### src/rtl/cook_sequencer.sv
// Egg-timer run-control sequencer: owns the cook-time preset, drives the
// BCD countdown timer (load / count_en) and runs the timed blinking alarm.
//
// Ports:
//   CLK100MHZ   in   system clock, rising edge
//   reset       in   asynchronous reset, active low
//   tick_1hz    in   one-cycle strobe per second
//   set_mode    in   level, cook-time edit requested
//   start_btn   in   debounced, rising edge = start/resume
//   stop_btn    in   debounced, rising edge = pause/cancel/ack
//   min_up      in   debounced, rising edge = minutes +1
//   sec_up      in   debounced, rising edge = seconds +1
//   cur_time    in   timer value {mt, mo, st, so} BCD
//   load        out  one-cycle pulse, timer takes load_time
//   load_time   out  preset value, same BCD packing
//   count_en    out  timer decrement enable (combinational)
//   alarm       out  high while in ALARM
//   alarm_blink out  toggles each second in ALARM
//   state       out  IDLE=0 SET=1 RUN=2 PAUSE=3 ALARM=4
module cook_sequencer #(
    parameter int unsigned ALARM_SECONDS = 10
) (
    input  logic        CLK100MHZ,
    input  logic        reset,
    input  logic        tick_1hz,
    input  logic        set_mode,
    input  logic        start_btn,
    input  logic        stop_btn,
    input  logic        min_up,
    input  logic        sec_up,
    input  logic [15:0] cur_time,
    output logic        load,
    output logic [15:0] load_time,
    output logic        count_en,
    output logic        alarm,
    output logic        alarm_blink,
    output logic [2:0]  state
);

    typedef enum logic [2:0] {
        ST_IDLE  = 3'd0,
        ST_SET   = 3'd1,
        ST_RUN   = 3'd2,
        ST_PAUSE = 3'd3,
        ST_ALARM = 3'd4
    } state_t;

    localparam logic [7:0] LP_ALARM = 8'(ALARM_SECONDS);

    state_t      r_state;
    logic [15:0] r_preset;
    logic        r_load;
    logic        r_alarm;
    logic        r_blink;
    logic [7:0]  r_cnt;
    logic        r_first;
    logic        r_edit_pend;
    logic        r_start_q;
    logic        r_stop_q;
    logic        r_min_q;
    logic        r_sec_q;

    state_t      w_nxt;
    logic [15:0] w_preset_nxt;
    logic        w_load_nxt;
    logic        w_blink_nxt;
    logic [7:0]  w_cnt_nxt;
    logic [7:0]  w_cnt_inc;
    logic        w_first_nxt;
    logic        w_edit;
    logic        w_start_rise;
    logic        w_stop_rise;
    logic        w_min_rise;
    logic        w_sec_rise;

    function automatic logic [7:0] f_min_inc(input logic [7:0] m);
        logic [3:0] v_t;
        logic [3:0] v_o;
        v_t = m[7:4];
        v_o = m[3:0];
        if (v_o == 4'd9) begin
            v_o = 4'd0;
            v_t = (v_t == 4'd9) ? 4'd0 : v_t + 4'd1;
        end else begin
            v_o = v_o + 4'd1;
        end
        return {v_t, v_o};
    endfunction

    // Seconds wrap at 59 with no carry into minutes.
    function automatic logic [7:0] f_sec_inc(input logic [7:0] s);
        logic [3:0] v_t;
        logic [3:0] v_o;
        v_t = s[7:4];
        v_o = s[3:0];
        if (s == 8'h59) begin
            v_t = 4'd0;
            v_o = 4'd0;
        end else if (v_o == 4'd9) begin
            v_o = 4'd0;
            v_t = v_t + 4'd1;
        end else begin
            v_o = v_o + 4'd1;
        end
        return {v_t, v_o};
    endfunction

    assign w_start_rise = start_btn & ~r_start_q;
    assign w_stop_rise  = stop_btn & ~r_stop_q;
    assign w_min_rise   = min_up & ~r_min_q;
    assign w_sec_rise   = sec_up & ~r_sec_q;
    assign w_cnt_inc    = r_cnt + 8'd1;

    always_comb begin
        w_nxt        = r_state;
        w_preset_nxt = r_preset;
        w_load_nxt   = r_edit_pend;
        w_blink_nxt  = r_blink;
        w_cnt_nxt    = r_cnt;
        w_first_nxt  = 1'b0;
        w_edit       = 1'b0;
        unique case (r_state)
            ST_IDLE: begin
                if (set_mode) begin
                    w_nxt = ST_SET;
                end else if (w_start_rise && r_preset != 16'h0000) begin
                    w_nxt       = ST_RUN;
                    w_load_nxt  = 1'b1;
                    w_first_nxt = 1'b1;
                end
            end
            ST_SET: begin
                if (w_min_rise) begin
                    w_preset_nxt[15:8] = f_min_inc(r_preset[15:8]);
                end
                if (w_sec_rise) begin
                    w_preset_nxt[7:0] = f_sec_inc(r_preset[7:0]);
                end
                w_edit = w_min_rise | w_sec_rise;
                if (!set_mode) begin
                    w_nxt = ST_IDLE;
                end
            end
            ST_RUN: begin
                if (w_stop_rise) begin
                    w_nxt = ST_PAUSE;
                end else if (!r_first && cur_time == 16'h0000) begin
                    // First RUN cycle after a load still sees the old value.
                    w_nxt       = ST_ALARM;
                    w_blink_nxt = 1'b1;
                    w_cnt_nxt   = 8'd0;
                end
            end
            ST_PAUSE: begin
                if (w_stop_rise) begin
                    w_nxt      = ST_IDLE;
                    w_load_nxt = 1'b1;
                end else if (w_start_rise) begin
                    w_nxt = ST_RUN;
                end
            end
            ST_ALARM: begin
                if (w_stop_rise || w_start_rise ||
                    (tick_1hz && w_cnt_inc == LP_ALARM)) begin
                    w_nxt       = ST_IDLE;
                    w_load_nxt  = 1'b1;
                    w_blink_nxt = 1'b0;
                    w_cnt_nxt   = 8'd0;
                end else if (tick_1hz) begin
                    w_cnt_nxt   = w_cnt_inc;
                    w_blink_nxt = ~r_blink;
                end
            end
            default: begin
                w_nxt = ST_IDLE;
            end
        endcase
    end

    always_ff @(posedge CLK100MHZ or negedge reset) begin
        if (!reset) begin
            r_state     <= ST_IDLE;
            r_preset    <= 16'h0000;
            r_load      <= 1'b0;
            r_alarm     <= 1'b0;
            r_blink     <= 1'b0;
            r_cnt       <= 8'd0;
            r_first     <= 1'b0;
            r_edit_pend <= 1'b0;
            // Held buttons must not fire on reset release.
            r_start_q   <= 1'b1;
            r_stop_q    <= 1'b1;
            r_min_q     <= 1'b1;
            r_sec_q     <= 1'b1;
        end else begin
            r_state     <= w_nxt;
            r_preset    <= w_preset_nxt;
            r_load      <= w_load_nxt;
            r_alarm     <= (w_nxt == ST_ALARM);
            r_blink     <= w_blink_nxt;
            r_cnt       <= w_cnt_nxt;
            r_first     <= w_first_nxt;
            r_edit_pend <= w_edit;
            r_start_q   <= start_btn;
            r_stop_q    <= stop_btn;
            r_min_q     <= min_up;
            r_sec_q     <= sec_up;
        end
    end

    assign count_en    = (r_state == ST_RUN) && (cur_time != 16'h0000);
    assign load        = r_load;
    assign load_time   = r_preset;
    assign alarm       = r_alarm;
    assign alarm_blink = r_blink;
    assign state       = r_state;

endmodule

### config.mk
export PLATFORM = sky130hd
export DESIGN_NAME = cook_sequencer
export DESIGN_NICKNAME = d
export VERILOG_FILES = /design/src/rtl/cook_sequencer.sv
export SDC_FILE = /design/constraint.sdc
export NUM_CORES = 1
export LEC_CHECK = 0
export CAP_MARGIN = 30
export CORE_MARGIN = 4
export CORE_UTILIZATION = 40
export DETAILED_ROUTE_END_ITERATION = 12
export HOLD_SLACK_MARGIN = 0.08
export PLACE_DENSITY_LB_ADDON = 0.1
export SYNTH_ARGS = -nofsm -noshare
export SYNTH_HDL_FRONTEND = slang
export SYNTH_SLANG_ARGS = --single-unit
### constraint.sdc
create_clock -name CLK100MHZ -period 3.37 [get_ports CLK100MHZ]
set_input_delay 0.337 -clock CLK100MHZ [delete_from_list [all_inputs] [get_ports CLK100MHZ]]
set_output_delay 0.337 -clock CLK100MHZ [all_outputs]
set_load 0.02 [all_outputs]
== After elaboration in Yosys (flattened, before gate mapping) ==
Index checks and enable logic that the tools add are counted.
Widths: inputs -> output; s select.
Storage, ports and cells
  register bits after elaboration: 36
  latch bits: 0
  RAM bits: 0
  ROM bits: 0
  bits of input ports: 24
  output and inout port bits: 23
  memories kept: 0
Operators by class
  $add $sub $neg: 5
  multipliers: 0
  div/mod/pow operators: 0
  order comparisons: 0
  equal/unequal tests: 13
  shifts and indexed selects: 0
  muxes and demuxes: 34
  bitwise operators: 10
  reduce and logical (&&, ||, !) cells: 18
Operator list (number)
  $mux 8: 4
  $reduce_bool 16->1: 2
  $mux 3: 8
  $mux 4: 6
  $add 4x1->4 const B: 4
  $logic_not 16->1: 1
  $pmux 8 s2: 1
  $pmux 3 s5: 1
  $eq 4x4->1 const B: 3
  $mux 1: 12
  $add 8x1->8 const B: 1
  $eq 8x4->1 const B: 1
  $eq 8x7->1 const B: 1
  $eq 3x2->1 const B: 2
  $eq 3x3->1 const B: 2
  $reduce_and 3->1: 2
  $not 1->1: 5
  $and 1x1->1: 4
  $logic_and 1x1->1: 4
  $ne 2x2->1 const B: 2
  $reduce_and 2->1: 2
  $reduce_and 4->1: 1
  $reduce_bool 2->1: 2
  $eq 3x1->1 const B: 1
  7 further kinds: 8

== Logic depth before layout (Yosys ltp) ==
Gate-level depths: netlist (run 1).
  word-level depth: 7
  mapped depth: 7
  gate-level depth less buffers: 7

== Worst setup path after synthesis (run 1) ==
OpenSTA, ideal clock, no wires.
  path type: register -> register
  start: register r_cnt[0]
  end: register r_load (netlist: load)
  setup time: 104 ps
  arrival: 2151 ps
  required time: 3266 ps
  setup slack: 1115 ps
  cell stages (with the launch flop): 7
  path buffers: 0
  clock period less this slack: 2255 ps
  cells stage by stage: dfrtp_1 > ha_1 > or3_1 > a211o_1 > a2111o_1 > nor3b_1 > o41ai_2
Between the ends
  cells in the longest elaborated chain, start to end: 6
RTL lines
  start, declared: RTL line 55  | logic [7:0] r_cnt;
  start signal, assigned: RTL line 201  | r_cnt <= w_cnt_nxt;
  $add 8x1->8: RTL line 112  | assign w_cnt_inc = r_cnt + 8'd1;
  $eq 8x4->1: RTL line 164  | (tick_1hz && w_cnt_inc == LP_ALARM)) begin
  $logic_and 1x1->1: RTL line 164
  $logic_or 1x1->1: RTL line 163  | if (w_stop_rise || w_start_rise ||
  $mux 1: RTL line 163
  $pmux 1 s3: RTL line 122  | unique case (r_state)
  net w_load_nxt: RTL line 65  | logic w_load_nxt;
  end signal, assigned: RTL line 198  | r_load <= w_load_nxt;
  end, declared: RTL line 52  | logic r_load;
The timed path passes the listed nets, and every way through them passes these cells.
A chain may end at the register's enable or synchronous reset.

== Final worst setup path (run 1) ==
Same ends and word-level chain as after synthesis.

==> results of run 1 <==
report_power, final:
part / internal, W / switching [W]
Sequential: 0.000520 / 0.000144
Combinational: 0.000285 / 0.000280
Clock: 0.000220 / 0.000164
Total: 0.00102 / 0.000587
sequential cells by signal, indices dropped and copies added, names as in the netlist:
signal and count:
r_cnt 8, r_first 1, load 1, r_edit_pend 1, r_min_q 1, r_start_q 1, r_sec_q 1, alarm_blink 1
state 3, load_time 16, alarm 1, r_stop_q 1
synth_stat cells (all sizes together) (2+ instances only):
cell | instances | share of area [%]
a211o | 2 | 0.89
a21boi | 2 | 0.76
a21o | 2 | 0.76
a21oi | 4 | 1.0
a31oi | 3 | 0.95
clkbuf | 3 | 0.57
dfrtp | 32 | 40
dfstp | 4 | 5.3
ha | 8 | 5.1
inv | 14 | 2.7
mux2 | 2 | 1.1
nand2 | 22 | 4.2
nand2b | 6 | 1.9
nand3 | 12 | 3.0
nand3b | 2 | 0.95
nand4 | 3 | 0.95
nor2 | 13 | 2.5
nor2b | 5 | 1.6
nor3 | 4 | 1.0
nor3b | 3 | 1.1
nor4 | 9 | 2.8
nor4b | 2 | 0.89
o211ai | 2 | 0.76
o21ai | 17 | 4.3
o41ai | 2 | 2.2
or2 | 2 | 0.63
or3 | 4 | 1.3
or4 | 2 | 0.76
xnor2 | 6 | 2.7
how the worst min path moves through the flow:
stage	from	end	slack [ns]	depth (start not counted)
CTS	start_btn	r_start_q	0.46	1
floorplan	reset	alarm	0.04	0
global route	start_btn	r_start_q	0.46	1
finish	reset	state[2]	0.46	2
detailed placement	alarm_blink	alarm_blink	0.50	1
global placement	alarm_blink	alarm_blink	0.49	1
layout make-up:
type | count | area, um^2 | area share (%)
clock buffer | 6 | 72.6 | 2.77
clock inverter | 2 | 35.0 | 1.34
inverter | 14 | 52.6 | 2.01
multi-input combinational | 154 | 1000 | 38.3
sequential | 36 | 906 | 34.6
tap | 67 | 83.8 | 3.20
timing repair buffer | 47 | 468 | 17.9
critical path: stages (launching register included):
cell and delay, ns:
dfrtp_1 0.45, ha_1 0.30, or3_1 0.39, a211o_1 0.30
a2111o_1 0.42, nor3b_1 0.17, o41ai_2 0.27
metal layers:
metal	GRT usage [%]	share of wire, %	vias to the layer above
li1	-	-	849
met1	20.1	46	780
met2	27.5	46	44
met3	4.36	6.0	7
met4	6.47	1.6	0
met5	0	0	-
cells by family (layout without fill, tap and decap cells):
logic type | Yosys count | count (layout)
AO/OA/AOI/OAI | 44 | 44
XOR/XNOR | 7 | 7
adder cells (fa/ha/maj) | 8 | 8
buffers and inverters | 18 | 69
flip-flops | 36 | 36
multiplexers | 3 | 3
AND/OR/NAND/NOR | 92 | 92
through the flow:
step / utilization (%) / total power, W / std cells / hold WS [ns]
floorplan: - / 0.000975 / 208 / 0.0414
global placement: 52.8 / 0.00124 / 318 / 0.492
CTS: 55.1 / 0.00163 / 326 / 0.460
global route: 55.1 / 0.00173 / 326 / 0.459
detailed placement: 52.8 / 0.00124 / 318 / 0.504
finish: 55.1 / 0.00161 / 326 / 0.464
==> results.md, run 1 <==
- Commonest non-fill, non-tap cell in the layout: clkdlybuf4s50_1
- Max capacitance violation total: 0
- DR vias/cell: around 5.2
- Synthesized flop and latch total: 36
- Worst min-delay path class: in -> async
- Avg Synthesized Cell Area: between 9 and 10 um^2
- Via count: between 1.5k and 2k
- VDD IR-drop max: ~0.31 mV
- Compound-gate portion of the synthesized area: 15.9%
- Clk slew on worst S/H paths: approximately 0.07 ns
- Hold Vio Cnt, Final: 0
- Die X: a little under 80 um
- CORE AREA: roughly 0.0048 mm^2
- Reg2Reg Capture Point: load
- Starting DRC count in detailed routing: between 100 and 150
- Root Buffer: clkbuf_8
- Synthesized net count: 240
- RePlAce Congestion: 0.800
- PD cells: just over 600 mW/mm^2
- Share of post-route cells with drive strength above 1: under 10%
- # nets final: 290
- Run status: complete, no violations
- First-pass GRT wire length: 7980 um
- Routed WL: 4520 um
- Initial core utilization: between 40% and 50%
- Rows: 25
- Post-synthesis mux area share: under 10%
- Leak Pwr: 1.07 nW
- Critical path class: reg -> reg
- Predominant post-synthesis flop cell: dfrtp_1
- Fillers: approximately 470
- Max FO, Critical Path: 6
- R2R setup slack: between 0.9 and 1 ns
- WL/cell: between 10 and 15 um
- Total clock sinks: 36
- Die H: just under 80 um
- Number of diodes: 0
- DP HPWL: around 3300 um
- Asr flop ratio synth: 100%
- Hold_buf cts: 0
- Sequential-to-total area share from yosys stat: 45.8%
- Setup TNS Final: 0 ns
- Placed cell area: ~0.0025 mm^2
- TritonCTS clock tree: done
- Postcts setup bufs: 0
- Synth warnings: 0
- Worst clock skew: between 0.004 and 0.005 ns
- Final Critical Period: ~2.4 ns
- Synth Area in XOR/XNOR: between 3 and 4%
- Crit end category: register
- Post-cts gate resize count: 0
- DIE AREA: 0.00614 mm^2
- Setup crit start: r_cnt[0]
- Pre-CTS setup slack: around 0.91 ns
- Initial antenna violation count: 0
- Synth Instances: around 210
- IO buf count: 46
- Number of global-route vias before repair: between 1.5k and 2k
- Post-synthesis adder-cell area fraction: under 10%
- Largest net degree at the start of global routing: 37
- Number of remaining DRC errors: 0
- Post-Synth Simple-Gate Area: around a quarter
- Reg-to-reg startpoint: r_cnt[0]
- Post-synth EDFFs: 0
- Synth unique cells: between 40 and 50
- Setup repair after global routing missed its margin: no
- Worst slew margin: 66.7%
- GRT overflow: 0
- Max Freq: around 0.41 GHz
- Global-route usage over all layers: between 15 and 20%
- CTS max path bufs: 2
- Slew @ Worst Pin: approximately 0.5 ns
- Most frequent cells in the layout: clkdlybuf4s50_1 (46), dfrtp_1 (32), nand2_1 (22), o21ai_0 (17), inv_1 (14)
- Worst r2r path cells: 6
- CP required: around 3.6 ns
- Mapped Area: 0.00198 mm^2
- Worst setup endpoint: load
- Total CTS buffers: 5
- Crit start category: register
- Final Worst Setup Slack: between 0.9 and 1 ns
- Period utilisation layout: between 70 and 80%
- H-Tree Depth: 2
- Clock Latency Late Sink: just under 0.3 ns
- Final instance area: ~0.0026 mm^2
- Post-DRT Antenna Nets: 0
- Area delta synth->final: 32.4%
- Largest family of logic cells by synthesized area: simple AND/OR/NAND/NOR gates
- Slew Limit Fails: 0
- I/O pins: 47
- Drt pass-1 iters: 4
- Final setup fails: 0
- CP Data Arrival Time: around 2.6 ns
Power figures use the tool's default switching activity.
==> inputs of run 2 (changes only) <==
clock period = 2.3 ns   (was 3.37 ns; I/O delays follow)
==> results.md, run 2 (same netlist as run 1, synthesis figures left out) <==
- Number of diodes: 0
- Number of global-route vias before repair: between 1.5k and 2k
- Via count: between 1.5k and 2k
- PD cells: 852 mW/mm^2
- Setup crit start: r_cnt[0]
- Fillers: around 450
- Drt pass-1 iters: 4
- VDD IR-drop max: 0.491 mV
- Crit start category: register
- Commonest non-fill, non-tap cell in the layout: clkdlybuf4s50_1
- Die H: 78.3 um
- Reg-to-reg startpoint: r_cnt[0]
- Critical path class: reg -> reg
- Worst clock skew: about 0.0015 ns
- Clock Latency Late Sink: around 0.28 ns
- WL/cell: ~13 um
- CP required: between 2 and 2.5 ns
- H-Tree Depth: 2
- Rows: 25
- Most frequent cells in the layout: clkdlybuf4s50_1 (45), dfrtp_1 (32), nand2_1 (22), o21ai_0 (17), inv_1 (14)
- Total clock sinks: 36
- Global-route usage over all layers: between 15 and 20%
- Crit end category: register
- Setup TNS Final: 0 ns
- Seq. cell area: roughly 900 um^2
- Leak Pwr: approximately 1.1 nW
- Largest net degree at the start of global routing: 37
- Run status: complete, no violations
- Total CTS buffers: 5
- # nets final: roughly 300
- Slew Limit Fails: 0
- Post-DRT Antenna Nets: 0
- GRT overflow: 0
- CTS max path bufs: 2
- Starting DRC count in detailed routing: 107
- CORE AREA: around 0.0048 mm^2
- Placed cell area: 0.00257 mm^2
- Number of remaining DRC errors: 0
- Final Critical Period: between 2 and 2.5 ns
- CP Data Arrival Time: between 2 and 2.5 ns
- TritonCTS clock tree: done
- RePlAce Congestion: 0.799
- IO buf count: 46
- Clk slew on worst S/H paths: around 0.070 ns
- First-pass GRT wire length: between 7000 and 8000 um
- Max capacitance violation total: 0
- DP HPWL: around 3300 um
- Worst min-delay path class: in -> async
- Max FO, Critical Path: 5
- Max Freq: between 0.4 and 0.5 GHz
- I/O pins: between 40 and 50
- Root Buffer: clkbuf_8
- Max reg flops: 16
- Setup repair after global routing missed its margin: no
- Period utilisation layout: roughly 96%
- Area delta synth->final: 34.2%
- DIE AREA: a little over 0.006 mm^2
- Slew @ Worst Pin: just under 0.5 ns
- Hold Vio Cnt, Final: 0
- Area of the multi-input gates: between 0.001 and 0.0015 mm^2
- Initial core utilization: 41.6%
- Routed WL: ~4400 um
- Final instance area: between 0.002 and 0.003 mm^2
- Share of post-route cells with drive strength above 1: around 10%
- Worst slew margin: 67.6%
- Die X: 78.3 um
- DR vias/cell: ~5.2
- Initial antenna violation count: 0
- Hold_buf cts: 0
- Final setup fails: 0
run 2: cell count changes in the layout (fill, tap and decap cells not counted):
cell             delta
buf_4               +8
clkdlybuf4s50_1     -1
clkbuf_1            +1
dlymetal6s2s_1      +1
bufinv_16           -1
run 2: critical path: stages, from the launching register on:
cell and delay, ns:
dfrtp_1 0.38, ha_1 0.21, or3_1 0.37, a211o_1 0.30, a2111o_1 0.43, nor3b_1 0.17, o41ai_2 0.26
run 2: final timing paths:
kind	to	slack (ns)	cells after the start
max	load	0.10	6
min	state[0]	0.37	2
max reg2reg	load	0.10	6
min reg2reg	alarm_blink	0.51	1
max in group asynchronous	r_sec_q	1.59	2
min in group CLK100MHZ	r_start_q	0.37	1
run 2: per-layer routing:
metal | vias to the layer above | wire length (um) | track usage (%)
met5 | - | 0 | 0
met4 | 0 | 82 | 5.77
met3 | 8 | 297 | 5.39
met2 | 45 | 2020 | 25.3
met1 | 802 | 2010 | 19.8
li1 | 867 | - | -
run 2: repair_timing:
item                       in CTS  in global routing
setup endpoints to repair       0                  1
buffers inserted                0                  0
resized for setup               0                  1
run 2: power breakdown:
part           leakage, nW  total [W]  switching [W]  internal, W
combinational        0.623   0.000876       0.000430     0.000446
clock               0.0422   0.000431       0.000219     0.000213
sequential           0.452   0.000957       0.000195     0.000762
run 2: final cells by class:
cell class                 count  area share, %
inverter                      14           1.98
timing repair buffer          55           20.0
clock inverter                 1          0.188
multi-input combinational    154           37.7
tap                           67           3.16
clock buffer                   7           2.87
sequential                    36           34.1
run 2: stage by stage:
stage	utilization [%]	cells	setup slack, ns	total power, W	hold slack [ns]
floorplan	-	208	0.0450	0.00143	-0.0656
global placement	54.1	326	0.110	0.00185	0.493
detailed placement	54.1	326	0.0832	0.00186	0.502
CTS	55.8	334	0.0282	0.00230	0.363
global route	55.9	334	0.0196	0.00243	0.369
finish	55.9	334	0.101	0.00226	0.367
==> inputs of run 3 (changes only) <==
CELL_PAD_IN_SITES_DETAIL_PLACEMENT = 0   (was unset)
CELL_PAD_IN_SITES_GLOBAL_PLACEMENT = 1   (was unset)
CORE_UTILIZATION = 37   (was 40)
==> results.md, run 3 (same netlist as run 1, synthesis figures left out) <==
- Slew @ Worst Pin: ~0.5 ns
- Global-route usage over all layers: 16.2%
- Setup repair after global routing missed its margin: no
- CP top delay family: compound AO/OA/AOI/OAI gates
- Final Critical Period: approximately 2.2 ns
- Worst path slowest cell: a2111o_1
- Fin cells: between 300 and 400
- Crit path cell chain: ha_1 > or3_1 > a211o_1 > a2111o_1 > nor3b_1 > o41ai_2
- Initial antenna violation count: 0
- Largest net degree at the start of global routing: 37
- CP Data Arrival Time: approximately 2.4 ns
- Worst r2r path cells: 6
- Hold_buf cts: 0
- Seq. cell area: a little over 900 um^2
- Worst clock skew: slightly below 0.003 ns
- First-pass GRT wire length: between 8000 and 9000 um
- Total CTS buffers: 5
- I/O pins: 47
- Drt pass-1 iters: 4
- Reg power frac: 41.7%
- CP bufs+invs: 0
- Total power: ~0.0023 W
- Max reg flops: 16
- Worst slew margin: 66.3%
- CORE AREA: 0.00514 mm^2
- H-Tree Depth: 2
- Reg-to-reg startpoint: r_cnt[0]
- Share of post-route cells with drive strength above 1: between 10% and 20%
- Max Freq: approximately 0.45 GHz
- Area delta synth->final: 35.3%
- RePlAce Congestion: just over 0.8
- Worst min-delay path class: in -> async
- Rows: 26
- Starting DRC count in detailed routing: 98
- Total clock sinks: 36
- Worst Hold Slack: ~0.36 ns
- PD cells: ~860 mW/mm^2
- GRT overflow: 0
- Area of the multi-input gates: about 0.001 mm^2
- Net Sw Frac: 37.1%
- Post-Place Cells: 330
- Setup TNS Final: 0 ns
- Run status: complete, no violations
- IO buf count: 46
- Die X: 81.1 um
- Clk slew on worst S/H paths: ~0.070 ns
- Commonest non-fill, non-tap cell in the layout: clkdlybuf4s50_1
- Slew Limit Fails: 0
- VDD IR-drop max: slightly above 0.4 mV
- Post-DRT Antenna Nets: 0
- Routed WL: between 4000 and 5000 um
- Post-cts gate resize count: 0
- Crit end category: register
- Crit start category: register
- Root Buffer: clkbuf_8
- Period utilisation layout: about 97%
- CP required: ~2.5 ns
- Hold Vio Cnt, Final: 0
- Number of diodes: 0
- WL/cell: 13.9 um
- CTS max path bufs: 2
- Int Pwr: 0.00146 W
- Critical path depth in cells: 6
- DIE AREA: 0.00658 mm^2
- Initial core utilization: between 30% and 40%
- Clock Latency Late Sink: between 0.2 and 0.3 ns
- Die H: roughly 81 um
- Via count: between 1.5k and 2k
- Sw Pwr: between 0.0008 and 0.0009 W
- DP HPWL: 3510 um
- DR vias/cell: about 5.2
- Max capacitance violation total: 0
- CP peak stage delay: between 0.4 and 0.5 ns
- Critical path class: reg -> reg
- TritonCTS clock tree: done
- Fillers: between 500 and 600
- Comb pwr share: about two fifths
- Clock network fraction of total power: approximately a fifth
- Leak Pwr: ~1.1 nW
- Max FO, Critical Path: 5
- # nets final: between 200 and 300
- Setup crit start: r_cnt[0]
- Final setup fails: 0
- Postcts setup bufs: 0
- Most frequent cells in the layout: clkdlybuf4s50_1 (45), dfrtp_1 (31), nand2_1 (22), o21ai_0 (17), inv_1 (14)
- Number of global-route vias before repair: 1736
- Number of remaining DRC errors: 0
## run 3: metrics by stage
stage	area, um^2	utilization, %	setup WS (ns)
after detailed placement	2580	50.3	0.0818
after global routing	2680	52.1	0.00355
after CTS	2670	52.0	0.0384
final	2680	52.1	0.0636
after global placement	2580	50.3	0.105
after floorplan	1980	-	0.0450
## run 3: final cells by class
| type | count | share of cell area [%] |
|---|---|---|
| repair buffers | 56 | 20.1 |
| inverters | 14 | 1.96 |
| multi-input cells | 154 | 37.4 |
| clock buffers | 8 | 3.36 |
| flip-flops and latches | 36 | 33.9 |
| well taps | 70 | 3.27 |
## run 3: path summary, 6_finish.rpt
| check | to | slack (ns) |
|---|---|---|
| worst max register to register | load | 0.06 |
| min in group CLK100MHZ | r_start_q | 0.38 |
| worst min register to register | alarm_blink | 0.52 |
| worst min-delay path | alarm_blink | 0.36 |
| worst max-delay path | load | 0.06 |
| max in group asynchronous | r_stop_q | 1.59 |
## run 3: worst reg2reg max path, stage by stage, from the launching register on
cell and delay [ns]:
dfrtp_1 0.38, ha_1 0.20, or3_1 0.37, a211o_1 0.30
a2111o_1 0.44, nor3b_1 0.18, o41ai_2 0.26
## run 3: metal layers
| metal | share of wire, % | global-route usage [%] | vias to the layer above |
|---|---|---|---|
| li1 | - | - | 866 |
| met1 | 46 | 20.7 | 846 |
| met2 | 47 | 26.6 | 50 |
| met3 | 5.8 | 3.77 | 7 |
| met4 | 1.5 | 6.08 | 0 |
| met5 | 0 | 0 | - |
## run 3: power by group through the flow
stage | clock (W) | sequential, W | combinational [W]
6_report | 0.000469 | 0.000964 | 0.000881
5_1_grt | 0.000515 | 0.000999 | 0.000971
4_1_cts | 0.000486 | 0.000965 | 0.000896
3_5_place_dp | 0 | 0.000975 | 0.000890
3_3_place_gp | 0 | 0.000980 | 0.000885
2_1_floorplan | 0 | 0.00105 | 0.000379
